### config.mk
export PLATFORM = sky130hd
export DESIGN_NAME = load_store_unit_flat
export DESIGN_NICKNAME = d
export VERILOG_FILES = /design/src/rtl/load_store_unit_if.sv /design/src/rtl/load_store_unit.sv /design/src/flat_wrapper.sv
export SDC_FILE = /design/constraint.sdc
export NUM_CORES = 1
export LEC_CHECK = 0
export CORE_ASPECT_RATIO = 1.75
export CORE_MARGIN = 3
export CORE_UTILIZATION = 40
export CTS_BUF_LIST = sky130_fd_sc_hd__clkbuf_16
export DETAILED_ROUTE_END_ITERATION = 6
export PLACE_DENSITY = 0.81
export SLEW_MARGIN = 20
export SYNTH_ARGS = -nofsm -noshare
export SYNTH_HDL_FRONTEND = slang
export SYNTH_SLANG_ARGS = --single-unit
### constraint.sdc
create_clock -name clk -period 1.9 [get_ports clk]
set_input_delay 0.38 -clock clk [delete_from_list [all_inputs] [get_ports clk]]
set_output_delay 0.38 -clock clk [all_outputs]
set_load 0.02 [all_outputs]
### src/rtl/load_store_unit_if.sv
// CPU-side request/response channel plus the data-memory port of the load/store unit.
// The unit itself connects through the slave modport; whoever plays CPU and memory
// (in practice a testbench or the surrounding core) connects through master.
interface load_store_unit_if;
  // CPU request
  logic        reqValid;
  logic        reqReady;
  logic        reqWrite;
  logic [1:0]  reqSize;
  logic        reqUnsigned;
  logic [31:0] reqAddr;
  logic [31:0] reqWData;
  // CPU response
  logic        respValid;
  logic [31:0] respData;
  logic        respError;
  // Data memory port (word addressed, combinational read)
  logic [31:0] address;
  logic [31:0] writeData;
  logic        memWrite;
  logic        memRead;
  logic [31:0] readData;

  modport slave (
    input  reqValid, reqWrite, reqSize, reqUnsigned, reqAddr, reqWData, readData,
    output reqReady, respValid, respData, respError, address, writeData, memWrite, memRead
  );

  modport master (
    output reqValid, reqWrite, reqSize, reqUnsigned, reqAddr, reqWData, readData,
    input  reqReady, respValid, respData, respError, address, writeData, memWrite, memRead
  );
endinterface

### src/rtl/load_store_unit.sv
// Load/store unit: turns byte/half/word CPU accesses into word-wide memory cycles.
// Sub-word stores are done as read-modify-write; misaligned or illegal accesses are
// answered with an error response and never touch memory. All outputs are registered;
// the memory strobes and reqReady are additionally gated by rst_n so that nothing is
// written or accepted while reset is held.
module load_store_unit (
  input logic             clk,
  input logic             rst_n,
  load_store_unit_if.slave bus
);

  typedef enum logic [1:0] {
    ST_IDLE  = 2'd0,
    ST_READ  = 2'd1,
    ST_WRITE = 2'd2,
    ST_RESP  = 2'd3
  } state_e;

  localparam logic [1:0] SZ_BYTE = 2'b00;
  localparam logic [1:0] SZ_HALF = 2'b01;
  localparam logic [1:0] SZ_WORD = 2'b10;

  state_e      state_q, state_d;

  // Request fields kept after acceptance (only the parts later states need)
  logic [1:0]  addr_lo_q, addr_lo_d;
  logic [15:0] wdata_q, wdata_d;
  logic [1:0]  size_q, size_d;
  logic        write_q, write_d;
  logic        uns_q, uns_d;

  // Registered outputs
  logic        mem_read_q, mem_read_d;
  logic        mem_write_q, mem_write_d;
  logic [31:0] address_q, address_d;
  logic [31:0] write_data_q, write_data_d;
  logic        resp_valid_q, resp_valid_d;
  logic [31:0] resp_data_q, resp_data_d;
  logic        resp_error_q, resp_error_d;

  logic        accept_s;
  logic        req_err_s;
  logic        req_needs_read_s;

  // True when the size/alignment combination cannot be performed
  function automatic logic misaligned(input logic [1:0] size, input logic [1:0] lo);
    logic bad;
    case (size)
      SZ_BYTE: bad = 1'b0;
      SZ_HALF: bad = lo[0];
      SZ_WORD: bad = (lo != 2'b00);
      default: bad = 1'b1;
    endcase
    return bad;
  endfunction

  // Select the addressed lane of a memory word and sign/zero extend it
  function automatic logic [31:0] load_extend(input logic [31:0] word, input logic [1:0] size,
                                              input logic [1:0] lo, input logic uns);
    logic [7:0]  b;
    logic [15:0] h;
    logic [31:0] res;
    case (lo)
      2'b00:   b = word[7:0];
      2'b01:   b = word[15:8];
      2'b10:   b = word[23:16];
      default: b = word[31:24];
    endcase
    h = lo[1] ? word[31:16] : word[15:0];
    case (size)
      SZ_BYTE: res = {{24{~uns & b[7]}}, b};
      SZ_HALF: res = {{16{~uns & h[15]}}, h};
      default: res = word;
    endcase
    return res;
  endfunction

  // Replace only the addressed lane(s) of the old word with the store data
  function automatic logic [31:0] merge_lanes(input logic [31:0] old, input logic [15:0] wd,
                                              input logic [1:0] size, input logic [1:0] lo);
    logic [31:0] res;
    res = old;
    case (size)
      SZ_BYTE: begin
        case (lo)
          2'b00:   res[7:0]   = wd[7:0];
          2'b01:   res[15:8]  = wd[7:0];
          2'b10:   res[23:16] = wd[7:0];
          default: res[31:24] = wd[7:0];
        endcase
      end
      SZ_HALF: begin
        if (lo[1]) begin
          res[31:16] = wd;
        end else begin
          res[15:0] = wd;
        end
      end
      default: res = old;
    endcase
    return res;
  endfunction

  assign accept_s         = (state_q == ST_IDLE) && bus.reqValid;
  assign req_err_s        = misaligned(bus.reqSize, bus.reqAddr[1:0]);
  assign req_needs_read_s = !bus.reqWrite || (bus.reqSize != SZ_WORD);

  // State and output registers with synchronous active-low reset
  always_ff @(posedge clk) begin
    if (!rst_n) begin
      state_q      <= ST_IDLE;
      addr_lo_q    <= 2'b00;
      wdata_q      <= 16'h0000;
      size_q       <= 2'b00;
      write_q      <= 1'b0;
      uns_q        <= 1'b0;
      mem_read_q   <= 1'b0;
      mem_write_q  <= 1'b0;
      address_q    <= 32'h0000_0000;
      write_data_q <= 32'h0000_0000;
      resp_valid_q <= 1'b0;
      resp_data_q  <= 32'h0000_0000;
      resp_error_q <= 1'b0;
    end else begin
      state_q      <= state_d;
      addr_lo_q    <= addr_lo_d;
      wdata_q      <= wdata_d;
      size_q       <= size_d;
      write_q      <= write_d;
      uns_q        <= uns_d;
      mem_read_q   <= mem_read_d;
      mem_write_q  <= mem_write_d;
      address_q    <= address_d;
      write_data_q <= write_data_d;
      resp_valid_q <= resp_valid_d;
      resp_data_q  <= resp_data_d;
      resp_error_q <= resp_error_d;
    end
  end

  // Next-state: errors skip memory, loads and sub-word stores read first
  always_comb begin
    state_d = state_q;
    case (state_q)
      ST_IDLE: begin
        if (bus.reqValid) begin
          if (req_err_s) begin
            state_d = ST_RESP;
          end else if (req_needs_read_s) begin
            state_d = ST_READ;
          end else begin
            state_d = ST_WRITE;
          end
        end else begin
          state_d = ST_IDLE;
        end
      end
      ST_READ: begin
        if (write_q) begin
          state_d = ST_WRITE;
        end else begin
          state_d = ST_RESP;
        end
      end
      ST_WRITE: state_d = ST_RESP;
      ST_RESP:  state_d = ST_IDLE;
      default:  state_d = ST_IDLE;
    endcase
  end

  // Output/datapath: compute the values the registered outputs take in the next state
  always_comb begin
    addr_lo_d    = addr_lo_q;
    wdata_d      = wdata_q;
    size_d       = size_q;
    write_d      = write_q;
    uns_d        = uns_q;
    mem_read_d   = 1'b0;
    mem_write_d  = 1'b0;
    address_d    = address_q;
    write_data_d = write_data_q;
    resp_valid_d = 1'b0;
    resp_data_d  = resp_data_q;
    resp_error_d = resp_error_q;
    case (state_q)
      ST_IDLE: begin
        if (accept_s) begin
          addr_lo_d = bus.reqAddr[1:0];
          wdata_d   = bus.reqWData[15:0];
          size_d    = bus.reqSize;
          write_d   = bus.reqWrite;
          uns_d     = bus.reqUnsigned;
          address_d = {2'b00, bus.reqAddr[31:2]};
          if (req_err_s) begin
            resp_valid_d = 1'b1;
            resp_error_d = 1'b1;
            resp_data_d  = 32'h0000_0000;
          end else if (req_needs_read_s) begin
            mem_read_d = 1'b1;
          end else begin
            mem_write_d  = 1'b1;
            write_data_d = bus.reqWData;
          end
        end else begin
          address_d = address_q;
        end
      end
      ST_READ: begin
        if (write_q) begin
          mem_write_d  = 1'b1;
          write_data_d = merge_lanes(bus.readData, wdata_q, size_q, addr_lo_q);
        end else begin
          resp_valid_d = 1'b1;
          resp_error_d = 1'b0;
          resp_data_d  = load_extend(bus.readData, size_q, addr_lo_q, uns_q);
        end
      end
      ST_WRITE: begin
        resp_valid_d = 1'b1;
        resp_error_d = 1'b0;
        resp_data_d  = 32'h0000_0000;
      end
      ST_RESP: begin
        resp_valid_d = 1'b0;
      end
      default: begin
        resp_valid_d = 1'b0;
      end
    endcase
  end

  assign bus.reqReady  = (state_q == ST_IDLE) && rst_n;
  assign bus.memRead   = mem_read_q && rst_n;
  assign bus.memWrite  = mem_write_q && rst_n;
  assign bus.address   = address_q;
  assign bus.writeData = write_data_q;
  assign bus.respValid = resp_valid_q;
  assign bus.respData  = resp_data_q;
  assign bus.respError = resp_error_q;

endmodule

### src/flat_wrapper.sv
// flat-port wrapper written by rule: the top's interface ports become plain ports
module load_store_unit_flat 
  (clk, rst_n, bus_reqValid, bus_reqWrite, bus_reqSize, bus_reqUnsigned, bus_reqAddr, bus_reqWData, bus_readData, bus_reqReady, bus_respValid, bus_respData, bus_respError, bus_address, bus_writeData, bus_memWrite, bus_memRead);
  load_store_unit_if bus_i ();
  input logic clk;
  input logic rst_n;
  input wire logic [$bits(bus_i.reqValid)-1:0] bus_reqValid;
  input wire logic [$bits(bus_i.reqWrite)-1:0] bus_reqWrite;
  input wire logic [$bits(bus_i.reqSize)-1:0] bus_reqSize;
  input wire logic [$bits(bus_i.reqUnsigned)-1:0] bus_reqUnsigned;
  input wire logic [$bits(bus_i.reqAddr)-1:0] bus_reqAddr;
  input wire logic [$bits(bus_i.reqWData)-1:0] bus_reqWData;
  input wire logic [$bits(bus_i.readData)-1:0] bus_readData;
  output wire logic [$bits(bus_i.reqReady)-1:0] bus_reqReady;
  output wire logic [$bits(bus_i.respValid)-1:0] bus_respValid;
  output wire logic [$bits(bus_i.respData)-1:0] bus_respData;
  output wire logic [$bits(bus_i.respError)-1:0] bus_respError;
  output wire logic [$bits(bus_i.address)-1:0] bus_address;
  output wire logic [$bits(bus_i.writeData)-1:0] bus_writeData;
  output wire logic [$bits(bus_i.memWrite)-1:0] bus_memWrite;
  output wire logic [$bits(bus_i.memRead)-1:0] bus_memRead;
  assign bus_i.reqValid = bus_reqValid;
  assign bus_i.reqWrite = bus_reqWrite;
  assign bus_i.reqSize = bus_reqSize;
  assign bus_i.reqUnsigned = bus_reqUnsigned;
  assign bus_i.reqAddr = bus_reqAddr;
  assign bus_i.reqWData = bus_reqWData;
  assign bus_i.readData = bus_readData;
  assign bus_reqReady = bus_i.reqReady;
  assign bus_respValid = bus_i.respValid;
  assign bus_respData = bus_i.respData;
  assign bus_respError = bus_i.respError;
  assign bus_address = bus_i.address;
  assign bus_writeData = bus_i.writeData;
  assign bus_memWrite = bus_i.memWrite;
  assign bus_memRead = bus_i.memRead;
  load_store_unit u_core (.clk(clk), .rst_n(rst_n), .bus(bus_i));
endmodule
Word level (Yosys, flattened, before mapping)
Cells that the tools add are included.
Word-level totals
  logic and storage cells: 93
  input bits: 103
  flip-flop bits (word level): 122
Cells by class
  reduce and logical (&&, ||, !) cells: 18
  bitwise gates (word level): 6
  equal/unequal tests: 15
  multiplexer cells: 41
Operators with widths (number)
  $mux 32: 7
  $pmux 32 s2: 3
  $pmux 32 s3: 1
  $mux 16: 3
  $mux 8: 6
  $pmux 8 s3: 1
  $mux 1: 12
  $eq 2x1->1 const B: 4
  $eq 2x2->1 const B: 4
  $logic_not 2->1: 4
  $ne 2x2->1 const B: 4
  $pmux 2 s4: 1
  $mux 2: 3
  $ne 2x1->1 const B: 3
  $pmux 1 s3: 2
  $reduce_and 5->1: 1
  $logic_and 1x1->1: 4
  $not 1->1: 4
  $pmux 1 s4: 1
  $reduce_and 4->1: 1
  $reduce_bool 2->1: 2
  $reduce_or 4->1: 1
  $reduce_bool 3->1: 1
  $reduce_or 3->1: 1
  other kinds (5): 6

Logic depth before layout (Yosys ltp)
  depth after elaboration: 8
  depth in mapped cells: 9

Worst setup path before layout
No wires, ideal clock.
  path kind: register to register
  start point: register u_core.state_q[1]
  end point: register u_core.resp_data_q[16], in the netlist u_core.bus.respData[16]
  required time: 1774 ps
  stages on the path, launching flop included: 9
  arrival time: 1771 ps
  path buffers: 2
  setup slack: 3 ps
  cell sequence: dfxtp_1 -> inv_1 -> ha_1 -> clkbuf_1 -> and2_1 -> a311oi_4 -> nor2b_1 -> clkbuf_1 -> o2bb2ai_1
Between the ends
  word-level cells in the longest chain between the ends: 4
  elaborated cells between the ends (all ways): 10
  classes of those cells: eq/ne: 5; mux: 1; reduce/logical: 4
RTL lines
  start: declaration: line load_store_unit.sv:23  | state_e state_q, state_d;
  start signal: assignment: line load_store_unit.sv:125  | state_q <= state_d;
  $logic_not 2->1: line load_store_unit.sv:104, load_store_unit.sv:185
  $logic_and 1x1->1: line load_store_unit.sv:104  | assign accept_s = (state_q == ST_IDLE) && bus.reqValid;
  $ne 2x1->1 (no line)
  $reduce_and 4->1 (no line)
  end signal: assignment: line load_store_unit.sv:136  | resp_data_q <= resp_data_d;
  end: declaration: line load_store_unit.sv:38  | logic [31:0] resp_data_q, resp_data_d;
Parallel ways exist; a longest one is shown, timed or not.
A chain may end at the register's enable or synchronous reset.

Worst setup path in the final report
  start point: register u_core.state_q[0]
  end point: output port bus_reqReady
Between the ends
  word-level cells in the longest chain between the ends: 2
RTL lines
  $logic_not 2->1: line load_store_unit.sv:232  | assign bus.reqReady = (state_q == ST_IDLE) && rst_n;
  $logic_and 1x1->1: line load_store_unit.sv:232
  end: declaration: line flat_wrapper.sv:14  | output wire logic [$bits(bus_i.reqReady)-1:0] bus_reqReady;
No other way between the ends.

==> flow_summary_export.csv <==
group,metric,value,unit
layout,fillCellCount,1257,
worst_setup_path,required,1.52,ns
placement,routabilityCongestion,0.931,
sta,fin_tns_setup,0,ns
sta,fin_skew,0.00758,ns
worst_setup_path,slowest_stage,"dfxtp_1",
worst_setup_path,cp-end-kind,"output pin",
synth,synth-seq-cells,122,
synth,synthesis.area,0.00636,mm^2
sta,finalCriticalPeriod,1.88,ns
synth,ys_seq_area_share,38.4,%
grt,grt.overflow.total,0,
worst_setup_path,path_max_fanout,5,
layout,area_growth,50.2,%
sta,rsz0062_at_grt,"true",
placement,dp_cells,1116,
worst_setup_path,cpPeakStageDelay,0.31,ns
cts,htree_num_levels,4,
grt,grt_max_degree,58,
run_status,run_status,"finished clean",
flow_run,maxCapViolations,0,
grt,grt_pass1_vias,6590,
placement,portBuffers,201,
synth,yosysWarnings,0,
grt,grt_first_pass_wirelength,34500,um
cts,post_cts_buffers,0,
route,drcViolationCount,0,
synth,synth.distinct_cells,59,
floorplanning,dieArea,0.0175,mm^2
worst_setup_path,worst-r2r-setup-slack,0.07,ns
pwr,power,8.70,mW
route,ant_nets,0,
route,vias,6728,
sta,finalCritPeriodShare,98.7,%
worst_setup_path,crit_type,"flip-flop to output pin",
cts,cts_buffers,17,
layout,nNetsFinal,1056,
sta,setup_violations,0,
route,wirelength,21800,um
layout,layout_common_cells,"clkdlybuf4s50_1 (199), nand2_1 (126), dfxtp_1 (121)",
cts,cts_resized,4,
pwr,ir_drop,0.646,mV
floorplanning,io_pins,204,
floorplanning,die_w,101,um
grt,antenna_found_initial,1,
floorplanning,die_h,173,um
worst_setup_path,worstPathArrival,1.50,ns
placement,hpwl,16100,um
floorplanning,start_util,41.1,%
synth,synthArstFlopShare,0,%
pwr,power.density,911,mW/mm^2
sta,timing.fmax,533,MHz
worst_setup_path,crit_path_start_kind,"flip-flop",
cts,cts.path.max_buffers,2,
synth,synth.avg_cell_area,8.50,um^2
synth,syn_inst,748,
cts,cts_tree,"yes",
cts,hold_buffers,0,
synth,synth_ff_type,"dfxtp_1",
synth,synth-edff-count,0,
sta,hold_violations,0,
floorplanning,core_area,0.0155,mm^2
grt,grt_usage,24.8,%
route,drtPass1Iterations,7,
cts,clkSinkCount,122,
cts,path_clk_slew,0.06,ns
pwr,p_leak,3.50,nW
floorplanning,rows,60,
worst_hold_path,worstHoldPathType,"primary input to flip-flop",
worst_setup_path,crit_path_cell_trace,"inv_1 -> ha_2 -> and2_1 -> clkdlybuf4s15_2",
route,drtIter0Drc,525,
sta,tightest_slew,0.522,ns
sta,slew_headroom,65.2,%
route,post_drt_wl_per_cell,19.0,um
layout,mostFrequentLayoutCell,"clkdlybuf4s50_1",
route,vias_per_cell,5.86,
layout,final_cells,1149,
layout,layout-drive-gt1-share,14.1,%
cts,clkLatencyLatePin,0.42,ns
sta,report.final.slew_viol_count,0,
cts,cts_root_buffer,"clkbuf_16",
-- routing by layer --
layer | global-route usage (%) | up-vias | wire (um)
li1 | - | 3166 | -
met1 | 28.1 | 3170 | 8190
met2 | 41.3 | 319 | 11000
met3 | 5.37 | 73 | 1450
met4 | 15.8 | 0 | 1190
met5 | 0 | - | 0
-- path summary, 6_finish.rpt --
kind / start / endpoint / cells past startpoint
worst max-delay path: u_core.state_q[0]$_SDFF_PN0_ / bus_reqReady / 4
worst min-delay path: rst_n / u_core.bus.address[4]$_SDFFE_PN0P_ / 2
worst max register to register: u_core.state_q[1]$_SDFF_PN0_ / u_core.bus.writeData[10]$_SDFFE_PN0P_ / 7
worst min register to register: u_core.bus.respData[19]$_SDFFE_PN0P_ / u_core.bus.respData[19]$_SDFFE_PN0P_ / 1
-- power breakdown --
part	switching, mW	internal [mW]	leakage, nW
registers	0.159	2.78	0.996
clock network	1.26	2.19	0.295
logic	1.25	1.06	2.21
total	2.66	6.04	3.50
-- synthesized netlist by cell type, types with 4 or more instances --
| cell | n | area share (%) |
|---|---|---|
| a21oi_1 | 4 | 0.31 |
| clkbuf_1 | 56 | 3.3 |
| and3_1 | 18 | 1.8 |
| ha_1 | 4 | 0.79 |
| nand2b_1 | 5 | 0.49 |
| mux2_2 | 7 | 1.2 |
| nand2_1 | 127 | 7.5 |
| inv_1 | 9 | 0.53 |
| nor2b_1 | 11 | 1.1 |
| o2111a_1 | 13 | 2.3 |
| a222oi_1 | 7 | 1.1 |
| o22ai_1 | 4 | 0.39 |
| dfxtp_1 | 122 | 38 |
| a22oi_1 | 14 | 1.7 |
| o31ai_1 | 17 | 2.0 |
| o2bb2ai_1 | 21 | 2.9 |
| a22o_1 | 6 | 0.83 |
| a221oi_1 | 11 | 1.5 |
| o41ai_1 | 14 | 1.9 |
| and2_1 | 14 | 1.4 |
| o211ai_1 | 31 | 3.7 |
| o21ai_0 | 64 | 5.0 |
| nand3_1 | 16 | 1.3 |
| buf_2 | 17 | 1.3 |
| nor2_1 | 21 | 1.2 |
| nor3b_1 | 6 | 0.71 |
| and3b_1 | 8 | 1.1 |
| a21boi_0 | 52 | 6.1 |
| o2bb2ai_2 | 10 | 2.4 |
-- critical path: cells and delay by family (launching register included) --
kind | cells | cell delay, ns
and+or+nand+nor | 1 | 0.14
adders and majority gates | 1 | 0.26
DFF | 1 | 0.31
buffers and inverters | 2 | 0.37
-- registers in the layout, summed over array words and instances, names as in the netlist --
name and cells:
u_core.bus.writeData 32, u_core.uns_q 1, u_core.bus.respValid 1, u_core.state_q 2
u_core.mem_read_q 1, u_core.bus.address 30, u_core.size_q 2, u_core.mem_write_q 1
u_core.bus.respError 1, u_core.write_q 1, u_core.addr_lo_q 2, u_core.bus.respData 32
u_core.wdata_q 16
-- metrics by stage --
step | hold slack, ns | instance area [um^2] | setup slack (ns) | utilization, %
3_5_place_dp | 0.449 | 8860 | -0.337 | 57.3
2_1_floorplan | 0.447 | 6360 | 0.00265 | -
6_report | 0.298 | 9550 | 0.0248 | 61.7
5_1_grt | 0.289 | 9550 | -0.0274 | 61.7
3_3_place_gp | 0.445 | 8860 | -0.266 | 57.3
4_1_cts | 0.281 | 9480 | 0.0124 | 61.3
-- final cells by class --
| type | instances | area, um^2 | share of cell area, % |
|---|---|---|---|
| multi-input cells | 537 | 3620 | 37.9 |
| repair buffers | 261 | 2580 | 27.1 |
| inverters | 10 | 37.5 | 0.393 |
| well taps | 186 | 233 | 2.44 |
| flip-flops and latches | 122 | 2440 | 25.6 |
| clock buffers | 17 | 425 | 4.45 |
| diodes | 1 | 2.50 | 0.0262 |
| clock inverters | 15 | 199 | 2.08 |
-- logic make-up after synthesis --
| family | after synthesis | share of synthesized area (%) |
|---|---|---|
| multiplexers | 9 | 1.75 |
| other | 1 | 0.0590 |
| flip-flops | 122 | 38.4 |
| AND/OR/NAND/NOR | 235 | 17.8 |
| AO/OA/AOI/OAI | 287 | 35.2 |
| buffers and inverters | 90 | 6.00 |
| adder cells (fa/ha/maj) | 4 | 0.787 |
(Power assumes the default switching activity.)
